### src/rtl/sseg_scan_decoder.sv
// Rebuilds the four digit patterns from a scanned an/sseg bus and decodes them to hex.
// Optional SSEG_SCAN_SYNC_EN adds a 2-flop input synchroniser for asynchronous sources.
module sseg_scan_decoder #(
  parameter int unsigned AN_ACTIVE_LOW  = 1,
  parameter int unsigned SEG_ACTIVE_LOW = 0,
  parameter int unsigned SETTLE         = 4
) (
  input  logic       clk,
  input  logic       reset,
  input  logic [3:0] an,
  input  logic [7:0] sseg,
  output logic [7:0] dig0,
  output logic [7:0] dig1,
  output logic [7:0] dig2,
  output logic [7:0] dig3,
  output logic [3:0] hex0,
  output logic [3:0] hex1,
  output logic [3:0] hex2,
  output logic [3:0] hex3,
  output logic [3:0] hex_ok,
  output logic [3:0] dp,
  output logic       frame_tick,
  output logic       an_err
);

  localparam int unsigned CNT_W = 8;
  localparam logic [CNT_W-1:0] SETTLE_C = CNT_W'(SETTLE);
  localparam logic [CNT_W-1:0] CAP_AT   = CNT_W'(SETTLE - 1);
  localparam logic [3:0] AN_IDLE  = (AN_ACTIVE_LOW != 0)  ? 4'hF  : 4'h0;
  localparam logic [7:0] SEG_IDLE = (SEG_ACTIVE_LOW != 0) ? 8'hFF : 8'h00;

  typedef enum logic [1:0] {ST_BLANK, ST_DWELL, ST_ILLEGAL} scan_state_e;

  logic [3:0]       w_an_raw;
  logic [7:0]       w_seg_raw;
  logic [3:0]       w_an;
  logic [7:0]       w_seg;
  scan_state_e      w_state;
  logic [1:0]       w_idx;
  logic             w_changed;
  logic             w_capture;
  logic [4:0]       w_dec;

  logic [3:0]       r_prev_an;
  logic [CNT_W-1:0] r_cnt;
  logic             r_done;
  logic [3:0]       r_seen;
  logic [7:0]       r_dig [4];
  logic [3:0]       r_hex [4];
  logic [3:0]       r_hex_ok;
  logic [3:0]       r_dp;
  logic             r_frame_tick;
  logic             r_an_err;

`ifdef SSEG_SCAN_SYNC_EN
  logic [3:0] r_an_s1, r_an_s2;
  logic [7:0] r_seg_s1, r_seg_s2;

  // Two-stage synchroniser, parked at the inactive bus levels in reset
  always_ff @(posedge clk) begin
    if (reset) begin
      r_an_s1  <= AN_IDLE;
      r_an_s2  <= AN_IDLE;
      r_seg_s1 <= SEG_IDLE;
      r_seg_s2 <= SEG_IDLE;
    end else begin
      r_an_s1  <= an;
      r_an_s2  <= r_an_s1;
      r_seg_s1 <= sseg;
      r_seg_s2 <= r_seg_s1;
    end
  end

  assign w_an_raw  = r_an_s2;
  assign w_seg_raw = r_seg_s2;
`else
  logic [3:0] w_an_idle_unused;
  logic [7:0] w_seg_idle_unused;
  assign w_an_idle_unused  = AN_IDLE;
  assign w_seg_idle_unused = SEG_IDLE;
  assign w_an_raw  = an;
  assign w_seg_raw = sseg;
`endif

  assign w_an  = (AN_ACTIVE_LOW != 0)  ? ~w_an_raw  : w_an_raw;
  assign w_seg = (SEG_ACTIVE_LOW != 0) ? ~w_seg_raw : w_seg_raw;

  // Segment glyph to {legal, nibble}
  function automatic logic [4:0] seg_decode(input logic [6:0] p);
    logic [4:0] r;
    r = 5'h00;
    case (p)
      7'h7E: r = 5'h10;  7'h30: r = 5'h11;  7'h6D: r = 5'h12;  7'h79: r = 5'h13;
      7'h33: r = 5'h14;  7'h5B: r = 5'h15;  7'h5F: r = 5'h16;  7'h70: r = 5'h17;
      7'h7F: r = 5'h18;  7'h7B: r = 5'h19;  7'h77: r = 5'h1A;  7'h1F: r = 5'h1B;
      7'h4E: r = 5'h1C;  7'h3D: r = 5'h1D;  7'h4F: r = 5'h1E;  7'h47: r = 5'h1F;
      default: r = 5'h00;
    endcase
    return r;
  endfunction

  // Classify the anode code and locate the selected digit
  always_comb begin
    w_state = ST_BLANK;
    w_idx   = 2'd0;
    case (w_an)
      4'b0000: w_state = ST_BLANK;
      4'b0001: begin w_state = ST_DWELL; w_idx = 2'd0; end
      4'b0010: begin w_state = ST_DWELL; w_idx = 2'd1; end
      4'b0100: begin w_state = ST_DWELL; w_idx = 2'd2; end
      4'b1000: begin w_state = ST_DWELL; w_idx = 2'd3; end
      default: w_state = ST_ILLEGAL;
    endcase
  end

  // An anode change on the capture edge restarts the dwell instead of capturing
  assign w_changed = (w_an != r_prev_an);
  assign w_capture = (w_state == ST_DWELL) && !w_changed && (r_cnt == CAP_AT) && !r_done;
  assign w_dec     = seg_decode(w_seg[6:0]);

  always_ff @(posedge clk) begin
    if (reset) begin
      r_prev_an    <= 4'h0;
      r_cnt        <= '0;
      r_done       <= 1'b0;
      r_seen       <= 4'h0;
      r_hex_ok     <= 4'h0;
      r_dp         <= 4'h0;
      r_frame_tick <= 1'b0;
      r_an_err     <= 1'b0;
      for (int i = 0; i < 4; i++) begin
        r_dig[i] <= 8'h00;
        r_hex[i] <= 4'h0;
      end
    end else begin
      r_prev_an    <= w_an;
      r_frame_tick <= 1'b0;
      r_an_err     <= (w_state == ST_ILLEGAL) && w_changed;
      if (w_changed) begin
        r_cnt  <= '0;
        r_done <= 1'b0;
      end else if (r_cnt != SETTLE_C) begin
        r_cnt <= r_cnt + CNT_W'(1);
      end
      if (w_capture) begin
        r_dig[w_idx]    <= w_seg;
        r_hex[w_idx]    <= w_dec[3:0];
        r_hex_ok[w_idx] <= w_dec[4];
        r_dp[w_idx]     <= w_seg[7];
        r_done          <= 1'b1;
        if ((r_seen | w_an) == 4'hF) begin
          r_seen       <= 4'h0;
          r_frame_tick <= 1'b1;
        end else begin
          r_seen <= r_seen | w_an;
        end
      end
    end
  end

  assign dig0       = r_dig[0];
  assign dig1       = r_dig[1];
  assign dig2       = r_dig[2];
  assign dig3       = r_dig[3];
  assign hex0       = r_hex[0];
  assign hex1       = r_hex[1];
  assign hex2       = r_hex[2];
  assign hex3       = r_hex[3];
  assign hex_ok     = r_hex_ok;
  assign dp         = r_dp;
  assign frame_tick = r_frame_tick;
  assign an_err     = r_an_err;

endmodule
### config.mk
export PLATFORM = sky130hd
export DESIGN_NAME = sseg_scan_decoder
export DESIGN_NICKNAME = d
export VERILOG_FILES = /design/src/rtl/sseg_scan_decoder.sv
export SDC_FILE = /design/constraint.sdc
export NUM_CORES = 1
export LEC_CHECK = 0
export ABC_CLOCK_PERIOD_IN_PS = 7280
export CORE_MARGIN = 3
export CORE_UTILIZATION = 55
export DETAILED_ROUTE_END_ITERATION = 6
export PLACE_DENSITY = 0.85
export SYNTH_ARGS = -nofsm -noshare
export SYNTH_HDL_FRONTEND = slang
export SYNTH_SLANG_ARGS = --single-unit
export TNS_END_PERCENT = 5
### constraint.sdc
create_clock -name clk -period 7.28 [get_ports clk]
set_clock_uncertainty 0.2 [all_clocks]
set_input_delay 1.456 -clock clk [delete_from_list [all_inputs] [get_ports clk]]
set_output_delay 1.456 -clock clk [all_outputs]
set_load 0.01 [all_outputs]
== After elaboration in Yosys (flattened, before gate mapping) ==
Memory sizes are Yosys's and may differ from the RTL's.
Index checks and enable logic that the tools add are counted.
Widths: inputs -> output; s select.

* Flip-flop bits (word level): 27
* Bits in writable memories: 48
* Bits of input ports: 14
* Output and inout bits: 58
* Logic and storage cells: 78
* Memories kept: 2

{| class="wikitable"
|+ Memory list
! name !! words !! bits a word !! read ports !! clocked after memory_dff !! write ports !! RTL line !! RTL
|-
| r_dig || 4 || 8 || 4 || 0 || 4 || 48 || <nowiki>logic [7:0] r_dig [4];</nowiki>
|-
| r_hex || 4 || 4 || 4 || 0 || 4 || 49 || <nowiki>logic [3:0] r_hex [4];</nowiki>
|}

* Add/subtract/negate cells: 1
* Magnitude comparators: 2
* Eq/ne operators: 26
* Muxes and demuxes: 22
* Bitwise logic cells: 3
* Reduce and logical (&&, ||, !) cells: 14

{| class="wikitable"
|+ Operators by type and width
! operator !! number
|-
| $eq 7x7->1 const B || 12
|-
| $pmux 5 s16 || 1
|-
| $eq 7x6->1 const B || 3
|-
| $mux 1 || 11
|-
| $add 8x1->8 const B || 1
|-
| $bwmux 4 || 2
|-
| $eq 4x4->1 const B || 2
|-
| $eq 8x2->1 const B || 1
|-
| $mux 4 || 2
|-
| $mux 8 || 1
|-
| $ne 8x3->1 const B || 1
|-
| $reduce_or 4->1 || 2
|-
| $reduce_or 8->1 || 1
|-
| $eq 7x5->1 const B || 1
|-
| $pmux 2 s3 || 1
|-
| $logic_and 1x1->1 || 5
|-
| $eq 4x1->1 const B || 1
|-
| $eq 4x2->1 const B || 1
|-
| $eq 4x3->1 const B || 1
|-
| $logic_not 4->1 || 1
|-
| $mux 2 || 2
|-
| $ne 4x4->1 || 1
|-
| $not 4->4 || 1
|-
| $or 4x4->4 || 1
|-
| 10 further kinds || 12
|}

== Depth between registers and ports, before layout ==
* Depth in word-level cells: 13
* Depth in mapped cells: 7
* Gate-level depth less buffers: 6

== Least setup slack after synthesis ==
OpenSTA, ideal clock, no wires.

* Path type: input to register
* Start: input an[1]
* End: memory r_dig[2][0], enable pin
* Library setup time: 389 ps
* Arrival time: 3155 ps
* Data required time: 6691 ps
* Path slack: 3535 ps
* Stages: 6
* Path through: clkbuf_1 nand2_1 o211ai_1 nand4_2 buf_2 o21bai_1

{| class="wikitable"
|+ RTL lines
! element !! RTL line !! RTL
|-
| start, declared || 10 || <nowiki>input logic [3:0] an,</nowiki>
|-
| end, declared || 48 ||
|}

==> impl_metrics.env <==
export IMPL_status="finished clean"
export IMPL_die_y_um=85.3
export IMPL_p_leak_nw=1.54
export IMPL_diodes=0
export IMPL_wirelength_um=7140
export IMPL_rows=28
export IMPL_async_reset_ff_share_pct=0
export IMPL_netlist_area_um2=3450
export IMPL_worst_slack_ps=2790
export IMPL_crit_path_cell_trace="clkdlybuf4s50_1, nand4b_1, o211ai_1, nand4_2, o21bai_1, buf_4"
export IMPL_cellPowerDensity_nw_per_um2=190
export IMPL_cts_htree_levels=3
export IMPL_drv_slew=0
export IMPL_syn_nets=332
export IMPL_grt_ovfl_total=0
export IMPL_grt_pass1_vias=2435
export IMPL_p_seq_share_pct=56.1
export IMPL_relSlewSlack_pct=45.8
export IMPL_tightest_slew_ps=810
export IMPL_wl_per_cell_um=15.6
export IMPL_max_clock_freq_ghz=0.223
export IMPL_drtPass1Iterations=4
export IMPL_required_ps=7130
export IMPL_synth_area_per_cell_um2=10.9
export IMPL_power_frac_clock_pct=34.5
export IMPL_period_needed_ps=4490
export IMPL_pre_cts_ws_ps=2410
export IMPL_r2r_slack_ps=4360
export IMPL_synth_top_family_by_area="simple AND/OR/NAND/NOR gates"
export IMPL_grt_usage_pct=20.9
export IMPL_hold_viol=0
export IMPL_die_area_um2=7270
export IMPL_routed_via_density=5.59
export IMPL_synth_compound_area_share_pct=9.74
export IMPL_crit_type="input pin to register"
export IMPL_finalNonFillerCells=456
export IMPL_totalPowerFinal_mw=0.828
export IMPL_syn_to_final_growth_pct=26.0
export IMPL_max_cap_viol_count=0
export IMPL_io_pins=72
export IMPL_synthMuxAreaShare_pct=0.290
export IMPL_fin_tns_setup_ps=0
export IMPL_port_buffers=71
export IMPL_start_util_pct=57.7
export IMPL_core_um2=5990
export IMPL_placedCellCount=440
export IMPL_cp_data_arrival_time_ps=4350
export IMPL_cpMaxStageDelayCell="clkdlybuf4s50_1"
export IMPL_clock_sinks=75
export IMPL_final_nets=392
export IMPL_insertion_delay_ps=340
export IMPL_cts_tree="built"
export IMPL_drive_above_1_share_pct=7.87
export IMPL_clockBufferDepth=2
export IMPL_die_w_um=85.3
export IMPL_antenna_found_initial=0
export IMPL_clk_pin_slew_ps=80
export IMPL_critPathCaptureType="register"
export IMPL_synth_simple_area_share_pct=24.2
export IMPL_drcViolationCount=0
export IMPL_grt_pass1_wl_um=11900
export IMPL_timing_final_crit_share_pct=61.7
export IMPL_power_switching_mw=0.200
export IMPL_hold_buffers=0
export IMPL_synth_ff_type="edfxtp_1"
export IMPL_pwr_share_comb_pct=9.5
export IMPL_drtIter0Drc=277
export IMPL_vias=2549
export IMPL_crit_fanout=14
export IMPL_place_hpwl_um=5180
export IMPL_p_int_mw=0.628
export IMPL_rsz0062_at_grt="no"
export IMPL_post_synth_inst_count=316
export IMPL_hold_path_class="register to register"
export IMPL_synth_seq_cells=75
export IMPL_gp_congestion=0.860
export IMPL_ir_drop_uv=121
export IMPL_grt_max_degree=24
export IMPL_clockRootBuffer="clkbuf_8"
export IMPL_switching_share_pct=24.1
export IMPL_synth_edf_count=48
export IMPL_cts_buffers=9
export IMPL_ant_nets=0
export IMPL_ys_seq_area_share_pct=57.4
export IMPL_start_kind="input pin"
export IMPL_synth_adder_area_share_pct=1.01
export IMPL_synthXorXnorAreaFrac_pct=3.30
export IMPL_yosys_warnings=0
export IMPL_cpPeakStageDelay_ps=750
export IMPL_post_cts_setup_buffer_count=0
export IMPL_ys_types=61
export IMPL_cts_resized=0
export IMPL_setup_violations=0
## state kept, by name (all words and copies together), names as in the netlist
register,flops
r_dig,32
r_hex,16
r_cnt,8
dp,4
hex_ok,4
r_prev_an,4
r_seen,4
an_err,1
frame_tick,1
r_done,1
## layer usage
layer | global-route usage, % | wire length [um] | vias to the layer above
met3 | 6.02 | 494 | 11
met5 | 0 | 0 | -
met1 | 27.0 | 2920 | 1212
li1 | - | - | 1246
met4 | 8.20 | 119 | 0
met2 | 33.3 | 3610 | 80
## kinds of logic after synthesis
kind of cell,after synthesis
flops,75
fa+ha+maj,3
xor+xnor,13
simple gates,143
mux,1
buf+inv,36
compound gates,45
## path summary, 6_finish.rpt
path | from | endpoint | cells past startpoint
max | an[2] | r_hex[2][1] | 6
min | dp[0] | dp[0] | 2
max reg2reg | r_cnt[4] | r_hex[2][1] | 5
min reg2reg | dp[0] | dp[0] | 2
## final cells by class
| cell class | count | area, um2 |
|---|---|---|
| well taps | 75 | 93.8 |
| repair buffers | 72 | 718 |
| fillers | 411 | 1640 |
| clock inverters | 6 | 41.3 |
| inverters | 13 | 48.8 |
| flip-flops and latches | 75 | 1980 |
| multi-input cells | 205 | 1330 |
| clock buffers | 10 | 138 |
## metrics by stage
step | util, % | cell area, um2 | hold slack [ps]
6_report | 72.7 | 4350 | 266
5_1_grt | 72.7 | 4350 | 275
4_1_cts | 72.7 | 4350 | 262
3_5_place_dp | 69.7 | 4180 | 251
3_3_place_gp | 69.7 | 4180 | 250
2_1_floorplan | - | 3450 | 240
## cells in the mapped netlist, types with 3 or more instances
cell type  number  area share [%]
a41oi_1         4             1.0
or3_1           3            0.54
nand3_1        10             1.4
nor2b_1         3            0.54
clkbuf_1       18             2.0
nor3_2          3            0.87
edfxtp_1       48              42
and4_1          3            0.76
buf_2           3            0.43
nor4bb_1        3            0.87
inv_1          13             1.4
a21oi_1         5            0.72
xor2_1          5             1.3
o21a_1          3            0.65
dfxtp_1        27              16
nor2_1         42             4.6
and2_1         28             5.1
nor3_1          5            0.72
o21ai_0         7             1.0
xnor2_1         8             2.0
nand2b_1        7             1.3
a211oi_1        3            0.65
or2_2           3            0.54
nand4b_1        5             1.3
nand2_1        11             1.2
## cell usage in the layout (no fill, tap or decap), drive strengths merged, types with 5 or more instances in the layout
cell type       n
o21ai           9
dfxtp          27
nand2          11
inv            13
xnor2           8
nand3          10
nor3            9
and2           28
nand2b          7
a21oi           5
clkdlybuf4s50  71
clkbuf         10
nor2           42
nand4b          5
edfxtp         48
xor2            5
## power groups by stage
stage                     registers, mW  clock network [mW]  logic (mW)
final                             0.464               0.285      0.0782
after global routing              0.465               0.313      0.0845
after CTS                         0.464               0.290      0.0784
after detailed placement          0.474                   0      0.0780
after global placement            0.474                   0      0.0759
after floorplan                   0.479                   0      0.0385
## critical path: cells and delay by family
kind	cells	cell delay (ps)
AO/OA/AOI/OAI	2	1000
buffers and inverters	2	1040
AND/OR/NAND/NOR	2	840
No activity file was read; power rests on OpenSTA's default activity.
